==> config.mk <==
export PLATFORM = sky130hd
export DESIGN_NAME = monopulse_ratio
export DESIGN_NICKNAME = d
export VERILOG_FILES = /design/src/rtl/monopulse_pkg.sv /design/src/rtl/monopulse_divider.sv /design/src/rtl/monopulse_ratio.sv
export SDC_FILE = /design/constraint.sdc
export NUM_CORES = 1
export LEC_CHECK = 0
export ABC_AREA = 1
export ABC_CLOCK_PERIOD_IN_PS = 2800
export BUFFER_PORTS_ARGS = -buffer_cell sky130_fd_sc_hd__buf_2
export CAP_MARGIN = 10
export CORE_MARGIN = 10
export CORE_UTILIZATION = 36
export CTS_BUF_LIST = sky130_fd_sc_hd__clkbuf_4 sky130_fd_sc_hd__clkbuf_8
export DETAILED_ROUTE_END_ITERATION = 8
export PLACE_DENSITY = 0.6
export SLEW_MARGIN = 20
export SYNTH_ARGS = -nofsm -noshare
export SYNTH_HDL_FRONTEND = slang
export SYNTH_SLANG_ARGS = --single-unit
==> constraint.sdc <==
create_clock -name i_clock -period 2.8 [get_ports i_clock]
set_input_delay 0.7 -clock i_clock [delete_from_list [all_inputs] [get_ports i_clock]]
set_output_delay 0.7 -clock i_clock [all_outputs]
set_load 0.1 [all_outputs]
==> src/rtl/monopulse_pkg.sv <==
// Shared types and saturation constants for the monopulse ratio block.
package monopulse_pkg;

    typedef enum logic [1:0] {
        IDLE = 2'd0,
        ABS  = 2'd1,
        DIV  = 2'd2,
        DONE = 2'd3
    } state_t;

    // Saturation helpers work on a wide word so any DATA_SIZE up to 63 fits.
    localparam int unsigned SAT_W = 64;

    function automatic logic [SAT_W-1:0] sat_max_unsigned(input int unsigned width);
        return (SAT_W'(1) << width) - SAT_W'(1);
    endfunction

    function automatic logic [SAT_W-1:0] sat_max_signed(input int unsigned width);
        return (SAT_W'(1) << (width - 1)) - SAT_W'(1);
    endfunction

endpackage

==> src/rtl/monopulse_divider.sv <==
// Restoring unsigned divider, one quotient bit per clock; o_quotient_c is the
// quotient after the current step, complete when o_done_c is high.
module monopulse_divider #(
    parameter int unsigned DATA_SIZE = 32,
    parameter int unsigned FRAC_BITS = 16,
    localparam int unsigned Q_W = DATA_SIZE + FRAC_BITS
) (
    input  logic                 i_clock,
    input  logic                 i_reset,
    input  logic                 i_start,
    input  logic [Q_W-1:0]       i_dividend,
    input  logic [DATA_SIZE-1:0] i_divisor,
    output logic                 o_busy,
    output logic                 o_done_c,
    output logic [Q_W-1:0]       o_quotient_c
);
    localparam int unsigned CNT_W = $clog2(Q_W + 1);
    localparam logic [CNT_W-1:0] LAST = CNT_W'(Q_W - 1);

    logic [DATA_SIZE-1:0] r_rem;
    logic [DATA_SIZE-1:0] r_div;
    logic [Q_W-1:0]       r_dq;
    logic [CNT_W-1:0]     r_cnt;
    logic                 r_busy;

    logic [DATA_SIZE:0]   w_shift;
    logic [DATA_SIZE-1:0] w_diff;
    logic                 w_ge;

    // r_dq shifts dividend bits out of the top while quotient bits enter at the bottom.
    always_comb begin
        w_shift = {r_rem, r_dq[Q_W-1]};
        w_ge    = (w_shift >= {1'b0, r_div});
        w_diff  = DATA_SIZE'(w_shift - {1'b0, r_div});
    end

    assign o_quotient_c = {r_dq[Q_W-2:0], w_ge};
    assign o_done_c     = r_busy && (r_cnt == LAST);
    assign o_busy       = r_busy;

    always_ff @(posedge i_clock or negedge i_reset) begin
        if (!i_reset) begin
            r_rem  <= '0;
            r_div  <= '0;
            r_dq   <= '0;
            r_cnt  <= '0;
            r_busy <= 1'b0;
        end else if (i_start) begin
            r_rem  <= '0;
            r_div  <= i_divisor;
            r_dq   <= i_dividend;
            r_cnt  <= '0;
            r_busy <= 1'b1;
        end else if (r_busy) begin
            r_rem <= w_ge ? w_diff : w_shift[DATA_SIZE-1:0];
            r_dq  <= o_quotient_c;
            r_cnt <= r_cnt + CNT_W'(1);
            if (r_cnt == LAST) begin
                r_busy <= 1'b0;
            end
        end
    end

endmodule

==> src/rtl/monopulse_ratio.sv <==
// Monopulse ratio |error| / |reference| in Q(DATA_SIZE-FRAC_BITS).FRAC_BITS.
// Define MONOPULSE_SIGN_EN for a signed result carrying sign(error) ^ sign(reference).
module monopulse_ratio
    import monopulse_pkg::*;
#(
    parameter int unsigned DATA_SIZE = 32,
    parameter int unsigned FRAC_BITS = 16
) (
    input  logic                 i_clock,
    input  logic                 i_reset,
    input  logic                 i_valid,
    output logic                 o_ready,
    input  logic [DATA_SIZE-1:0] i_reference,
    input  logic [DATA_SIZE-1:0] i_error,
    output logic                 o_valid,
    input  logic                 i_ready,
    output logic [DATA_SIZE-1:0] o_relation,
    output logic                 o_div_zero
);
    localparam int unsigned Q_W = DATA_SIZE + FRAC_BITS;
`ifdef MONOPULSE_SIGN_EN
    localparam logic [SAT_W-1:0] SAT_MAX = sat_max_signed(DATA_SIZE);
`else
    localparam logic [SAT_W-1:0] SAT_MAX = sat_max_unsigned(DATA_SIZE);
`endif
    localparam logic [DATA_SIZE-1:0] REL_MAX = DATA_SIZE'(SAT_MAX);

    state_t               r_state;
    logic                 r_ready;
    logic                 r_valid;
    logic [DATA_SIZE-1:0] r_relation;
    logic                 r_div_zero;
    logic [DATA_SIZE-1:0] r_ref;
    logic [DATA_SIZE-1:0] r_err;
`ifdef MONOPULSE_SIGN_EN
    logic                 r_sign;
`endif

    logic [DATA_SIZE-1:0] w_mag_ref;
    logic [DATA_SIZE-1:0] w_mag_err;
    logic                 w_start;
    logic                 w_div_busy;
    logic                 w_div_done_c;
    logic [Q_W-1:0]       w_quo_c;
    logic [DATA_SIZE-1:0] w_mag_sat;
    logic [DATA_SIZE-1:0] w_result;

    // Magnitudes as unsigned words: the most negative input maps to 2^(DATA_SIZE-1).
    always_comb begin
        w_mag_ref = r_ref[DATA_SIZE-1] ? (~r_ref + DATA_SIZE'(1)) : r_ref;
        w_mag_err = r_err[DATA_SIZE-1] ? (~r_err + DATA_SIZE'(1)) : r_err;
        w_start   = (r_state == ABS) && (w_mag_ref != '0);
        w_mag_sat = (SAT_W'(w_quo_c) > SAT_MAX) ? REL_MAX : w_quo_c[DATA_SIZE-1:0];
`ifdef MONOPULSE_SIGN_EN
        w_result  = r_sign ? (~w_mag_sat + DATA_SIZE'(1)) : w_mag_sat;
`else
        w_result  = w_mag_sat;
`endif
    end

    monopulse_divider #(
        .DATA_SIZE (DATA_SIZE),
        .FRAC_BITS (FRAC_BITS)
    ) u_divider (
        .i_clock      (i_clock),
        .i_reset      (i_reset),
        .i_start      (w_start),
        .i_dividend   ({w_mag_err, {FRAC_BITS{1'b0}}}),
        .i_divisor    (w_mag_ref),
        .o_busy       (w_div_busy),
        .o_done_c     (w_div_done_c),
        .o_quotient_c (w_quo_c)
    );

    always_ff @(posedge i_clock or negedge i_reset) begin
        if (!i_reset) begin
            r_state    <= IDLE;
            r_ready    <= 1'b1;
            r_valid    <= 1'b0;
            r_relation <= '0;
            r_div_zero <= 1'b0;
            r_ref      <= '0;
            r_err      <= '0;
`ifdef MONOPULSE_SIGN_EN
            r_sign     <= 1'b0;
`endif
        end else begin
            case (r_state)
                IDLE: begin
                    if (i_valid) begin
                        r_ref   <= i_reference;
                        r_err   <= i_error;
                        r_ready <= 1'b0;
                        r_state <= ABS;
                    end
                end
                ABS: begin
`ifdef MONOPULSE_SIGN_EN
                    r_sign <= r_err[DATA_SIZE-1] ^ r_ref[DATA_SIZE-1];
`endif
                    if (w_mag_ref == '0) begin
                        r_relation <= REL_MAX;
                        r_div_zero <= 1'b1;
                        r_valid    <= 1'b1;
                        r_state    <= DONE;
                    end else begin
                        r_state <= DIV;
                    end
                end
                DIV: begin
                    if (w_div_busy && w_div_done_c) begin
                        r_relation <= w_result;
                        r_div_zero <= 1'b0;
                        r_valid    <= 1'b1;
                        r_state    <= DONE;
                    end
                end
                DONE: begin
                    if (i_ready) begin
                        r_valid <= 1'b0;
                        r_ready <= 1'b1;
                        r_state <= IDLE;
                    end
                end
                default: r_state <= IDLE;
            endcase
        end
    end

    assign o_ready    = r_ready;
    assign o_valid    = r_valid;
    assign o_relation = r_relation;
    assign o_div_zero = r_div_zero;

endmodule

==> results of run 1 <==
==> synthesized netlist by cell type, types with 6 or more instances <==
cell | instances | area [sq um]
xnor2_1 | 12 | 105
o21ai_0 | 97 | 485
nand3_1 | 282 | 1410
nand2_1 | 462 | 1730
buf_1 | 8 | 30.0
dfrtp_1 | 219 | 5480
ha_1 | 40 | 500
inv_1 | 181 | 679
o21ai_1 | 23 | 115
mux2_2 | 9 | 101
a21oi_1 | 98 | 490
clkbuf_1 | 47 | 176
nand4_1 | 49 | 307
buf_4 | 16 | 120
xor2_1 | 26 | 228
nor2_1 | 202 | 758
nor4_1 | 6 | 37.5
buf_2 | 16 | 80.1
nor3_1 | 20 | 100
nand3b_1 | 6 | 45.0
==> per-layer routing <==
metal	track usage, %	vias to the layer above	part of all wire (%)
li1	-	6374	-
met1	22.9	5928	47
met2	26.6	277	46
met3	2.83	45	4.7
met4	4.06	0	1.8
met5	0	-	0
==> timing repair <==
action | CTS | global route
resized for setup | 0 | 24
setup buffers | 0 | 3
setup endpoints to repair | 0 | 147
==> logic make-up (layout without fill, tap and decap cells) <==
group	after synthesis	count (layout)	share of synthesized area, %
buf+inv	275	412	8.53
mux	9	9	0.754
fa+ha+maj	41	41	3.87
simple gates	1048	1049	33.9
flops	220	220	41.0
xor+xnor	38	38	2.48
compound gates	242	242	9.49
==> critical path, cell delays in order, from the launching register on <==
cell	delay, ps
dfrtp_1	380
inv_1	110
ha_4	170
nand3_4	110
nor2_4	130
buf_4	120
nor2_1	40
xor2_1	260
nor2_1	90
nand2_1	80
nor2_2	40
nand2_1	110
nor2_4	60
buf_4	150
a21boi_4	240
buf_12	200
nand3_1	130
nand3_1	110
==> path summary, 6_finish.rpt <==
kind                                 startpoint                  to  slack, ps  cells past startpoint
worst max-delay path                   r_ref[1]  u_divider.r_dq[23]        180                     17
worst min-delay path                    i_reset      o_relation[27]         80                      1
worst max register to register         r_ref[1]  u_divider.r_dq[23]        180                     17
worst min register to register    o_relation[9]       o_relation[9]        460                      2
max in group asynchronous               i_reset            r_ref[3]       1950                      2
min in group i_clock            i_reference[28]           r_ref[28]        380                      2
==> registers in the layout, indices dropped and copies added, names as in the netlist <==
signal,count
o_valid,1
o_ready,1
u_divider.r_cnt,6
r_state,2
r_ref,32
r_err,32
o_relation,32
o_div_zero,1
u_divider.r_div,32
u_divider.o_busy,1
u_divider.r_rem,32
u_divider.r_dq,48
==> stage by stage <==
stage               utilization [%]  setup TNS, ps  setup slack, ps  cell area, sq um  hold slack, ps
floorplan                         -              0              422             13400             404
global placement               40.2              0             88.4             14700             453
detailed placement             40.2              0             39.3             14700             457
CTS                            42.3              0             11.3             15500            68.9
global route                   42.7           -164            -28.9             15700            80.8
finish                         42.7              0              179             15700            75.3
==> final cells by class <==
class	instances	share of cell area, %
multi-input cells	1379	44.2
flip-flops and latches	220	35.2
repair buffers	163	7.50
clock buffers	63	4.86
inverters	184	4.43
well taps	468	3.74
clock inverters	2	0.0639
==> results.sh, run 1 <==
export IMPL_outcome="complete, no violations"
export IMPL_cp_max_fo=24
export IMPL_clock_latency_ps=560
export IMPL_drv_slew=0
export IMPL_max_cap_viol_count=0
export IMPL_io_buffer_count=102
export IMPL_grt_max_degree=75
export IMPL_postSynthCellCount=1873
export IMPL_required_ps=3270
export IMPL_min_period_ps=2620
export IMPL_clock_path_buffers=3
export IMPL_wl_mm=38.3
export IMPL_path_clk_slew_ps=60
export IMPL_postCtsHoldBufs=0
export IMPL_yosysSeqAreaShare_pct=41.0
export IMPL_start_kind="flip-flop"
export IMPL_fin_crit_sh_pct=93.6
export IMPL_ys_ff_latch=220
export IMPL_rows=70
export IMPL_fillers=3810
export IMPL_gp_congestion=0.950
export IMPL_fin_skew_ps=36.9
export IMPL_synth_edf_count=0
export IMPL_pin_count=103
export IMPL_yosys_warnings=0
export IMPL_area_growth_pct=16.5
export IMPL_synth_main_ff_cell="dfrtp_1"
export IMPL_cts_root_buf="clkbuf_8"
export IMPL_overflow=0
export IMPL_dieArea_sq_um=45400
export IMPL_crit_type="reg2reg"
export IMPL_end_kind="flip-flop"
export IMPL_syn_avg_cell_area_sq_um=7.17
export IMPL_start_util_pct=36.6
export IMPL_cts_sinks=220
export IMPL_ant_nets=0
export IMPL_die_w_microns=213
export IMPL_fin_nets=2098
export IMPL_tightest_slew_ps=754
export IMPL_multi_input_area_sq_um=6920
export IMPL_firstDrtPassIters=5
export IMPL_vias_per_cell=5.09
export IMPL_antenna_found_initial=0
export IMPL_drc_errors=0
export IMPL_cts_made_buffers=41
export IMPL_avgRoutedWirePerCell_microns=15.5
export IMPL_grt_pass1_wl_mm=62.5
export IMPL_core_area_sq_um=36700
export IMPL_die_y_microns=213
export IMPL_diodes=0
export IMPL_worst_ep_arrival_time_ps=3090
export IMPL_vias=12600
export IMPL_syn_nets=1982
export IMPL_cts_tree="done"
export IMPL_hold_class="in2async"
export IMPL_final_hold_viol_count=0
export IMPL_final_cell_mix="nand2_1 (461), nand3_1 (282), dfrtp_1 (218), nor2_1 (193), inv_1 (180)"
export IMPL_max_slew_margin_rel_pct=49.8
export IMPL_drt_iter0_drc=866
export IMPL_fmax_ghz=0.382
export IMPL_gr_usage_all_layers_pct=16.7
export IMPL_fin_cells=2479
export IMPL_place_hpwl_mm=28.2
export IMPL_dp_cells=2410
export IMPL_grt_pass1_vias=12200
export IMPL_seq_area_sq_um=5510
export IMPL_async_flop_share_pct=100
export IMPL_syn_area_sq_um=13400
export IMPL_final_common_cell="nand2_1"
export IMPL_setup_violations=0
export IMPL_drive_above_1_share_pct=14.0
export IMPL_htree_levels=2
export IMPL_ys_types=45
Power of run 1 is left out: the tool's default activity adds up to more than one toggle a clock period on the data nets, which glitch-free logic cannot reach.
==> run 2, diff against run 1 <==
Settings changed: CORE_MARGIN 10 to default.
==> results.sh, run 2 (same netlist as run 1, synthesis figures left out) <==
export IMPL_gp_congestion=0.920
export IMPL_setup_violations=0
export IMPL_r2r_cells=17
export IMPL_largest_reg_flops=48
export IMPL_vias=12700
export IMPL_fin_cells=2484
export IMPL_crit_slowest_cell="dfrtp_1"
export IMPL_clock_path_buffers=3
export IMPL_rows=70
export IMPL_area_growth_pct=17.2
export IMPL_outcome="complete, no violations"
export IMPL_grt_pass1_wl_mm=63.2
export IMPL_crit_end="u_divider.r_dq[39]"
export IMPL_critPathMaxStageDelay_ps=370
export IMPL_place_hpwl_mm=27.8
export IMPL_pin_count=103
export IMPL_final_hold_viol_count=0
export IMPL_cts_tree="done"
export IMPL_crit_chain="inv_1 > ha_2 > nand2_1 > nor2_2 > nand3_2 > buf_4 > o21bai_1 > nand4_1 > nand2_2 > nor2_1 > nand2_1 > nor2_4 > buf_4 > a21boi_4 > buf_12 > nand3_1 > nand3_1"
export IMPL_crit_type="reg2reg"
export IMPL_cp_max_fo=34
export IMPL_diodes=0
export IMPL_antenna_found_initial=0
export IMPL_final_common_cell="nand2_1"
export IMPL_overflow=0
export IMPL_hold_class="in2async"
export IMPL_fin_nets=2093
export IMPL_vias_per_cell=5.09
export IMPL_hold_ws_ps=58.6
export IMPL_drt_iter0_drc=950
export IMPL_die_w_microns=195
export IMPL_wl_mm=38.2
export IMPL_fmax_ghz=0.381
export IMPL_path_buf_inv=4
export IMPL_fillers=3791
export IMPL_regToRegStartpoint="r_ref[1]"
export IMPL_dp_cells=2407
export IMPL_max_slew_margin_rel_pct=43.6
export IMPL_cp_depth=17
export IMPL_firstDrtPassIters=5
export IMPL_clock_latency_ps=610
export IMPL_ant_nets=0
export IMPL_multi_input_area_sq_um=6940
export IMPL_rsz0062_at_grt="true"
export IMPL_end_kind="flip-flop"
export IMPL_gr_usage_all_layers_pct=20.4
export IMPL_final_cell_mix="nand2_1 (456), nand3_1 (279), dfrtp_1 (217), nor2_1 (193), inv_1 (180)"
export IMPL_start_util_pct=36.6
export IMPL_grt_pass1_vias=12400
export IMPL_max_cap_viol_count=0
export IMPL_cts_root_buf="clkbuf_8"
export IMPL_r2r_end="u_divider.r_dq[39]"
export IMPL_cts_sinks=220
export IMPL_required_ps=3330
export IMPL_grt_max_degree=75
export IMPL_drv_slew=0
export IMPL_crit_start="r_ref[1]"
export IMPL_worst_ep_arrival_time_ps=3150
export IMPL_drive_above_1_share_pct=14.6
export IMPL_io_buffer_count=102
export IMPL_seq_area_sq_um=5510
export IMPL_fin_setup_tns_ps=0
export IMPL_fin_crit_sh_pct=93.7
export IMPL_avgRoutedWirePerCell_microns=15.4
export IMPL_largest_register="u_divider.r_dq"
export IMPL_critPathTopFamily="simple AND/OR/NAND/NOR gates"
export IMPL_die_y_microns=195
export IMPL_path_clk_slew_ps=60
export IMPL_dieArea_sq_um=38100
export IMPL_fin_skew_ps=26.3
export IMPL_htree_levels=2
export IMPL_start_kind="flip-flop"
export IMPL_tightest_slew_ps=845
export IMPL_cts_made_buffers=41
export IMPL_drc_errors=0
export IMPL_min_period_ps=2620
export IMPL_core_area_sq_um=36700
export IMPL_regToRegSetupSlack_ps=180
run 2: cell count changes in the layout (fill, tap and decap cells not counted), moves of 3 or more:
| cell | delta |
|---|---|
| o21ai_0 | -5 |
| buf_12 | -5 |
| buf_6 | +5 |
| nand2_2 | +4 |
| clkbuf_8 | +5 |
| nand2_1 | -5 |
| nand3_1 | -3 |
| o21ai_1 | +5 |
| buf_4 | -4 |
| nand3_2 | +3 |
run 2: worst reg2reg max path, cell delays in order (launching register included):
cell,delay [ps]
dfrtp_1,370
inv_1,80
ha_2,230
nand2_1,80
nor2_2,130
nand3_2,150
buf_4,180
o21bai_1,130
nand4_1,110
nand2_2,110
nor2_1,50
nand2_1,100
nor2_4,60
buf_4,140
a21boi_4,170
buf_12,220
nand3_1,160
nand3_1,100
run 2: per-layer routing:
metal | vias to the layer above | global-route usage [%] | routed length [microns]
li1 | 6374 | - | -
met1 | 5860 | 29.1 | 18300
met2 | 344 | 31.0 | 16700
met3 | 77 | 3.75 | 2190
met4 | 0 | 6.88 | 997
met5 | - | 0 | 0
run 2: worst min path at each step:
stage                    from              to  slack [ps]  depth (start not counted)
4_1_cts               i_reset   o_relation[8]          40                          1
3_3_place_gp       o_div_zero      o_div_zero         450                          2
3_5_place_dp   o_relation[22]  o_relation[22]         450                          2
6_report              i_reset   o_relation[7]          60                          1
5_1_grt               i_reset   o_relation[9]          70                          1
2_1_floorplan         i_reset      o_div_zero         400                          0
run 2: timing repair:
action	CTS	global route
buffers inserted	0	1
setup endpoints to repair	0	147
hold buffers	0	0
gates resized for setup	0	41
run 2: layout make-up:
type	count	area share (%)
Timing Repair Buffer	158	6.81
Tap cell	468	3.72
Inverter	184	4.39
Clock buffer	68	5.27
Clock inverter	7	0.676
Multi-Input combinational cell	1379	44.1
Sequential cell	220	35.0
run 2: per-stage QoR:
stage	worst slack, ps	util, %	area (sq um)
2_1_floorplan	422	-	13400
3_3_place_gp	71.4	39.9	14700
3_5_place_dp	15.1	39.9	14700
4_1_cts	15.5	42.5	15600
5_1_grt	-35.9	42.9	15700
6_report	175	42.9	15700
Power of run 2 is left out for the same reason.
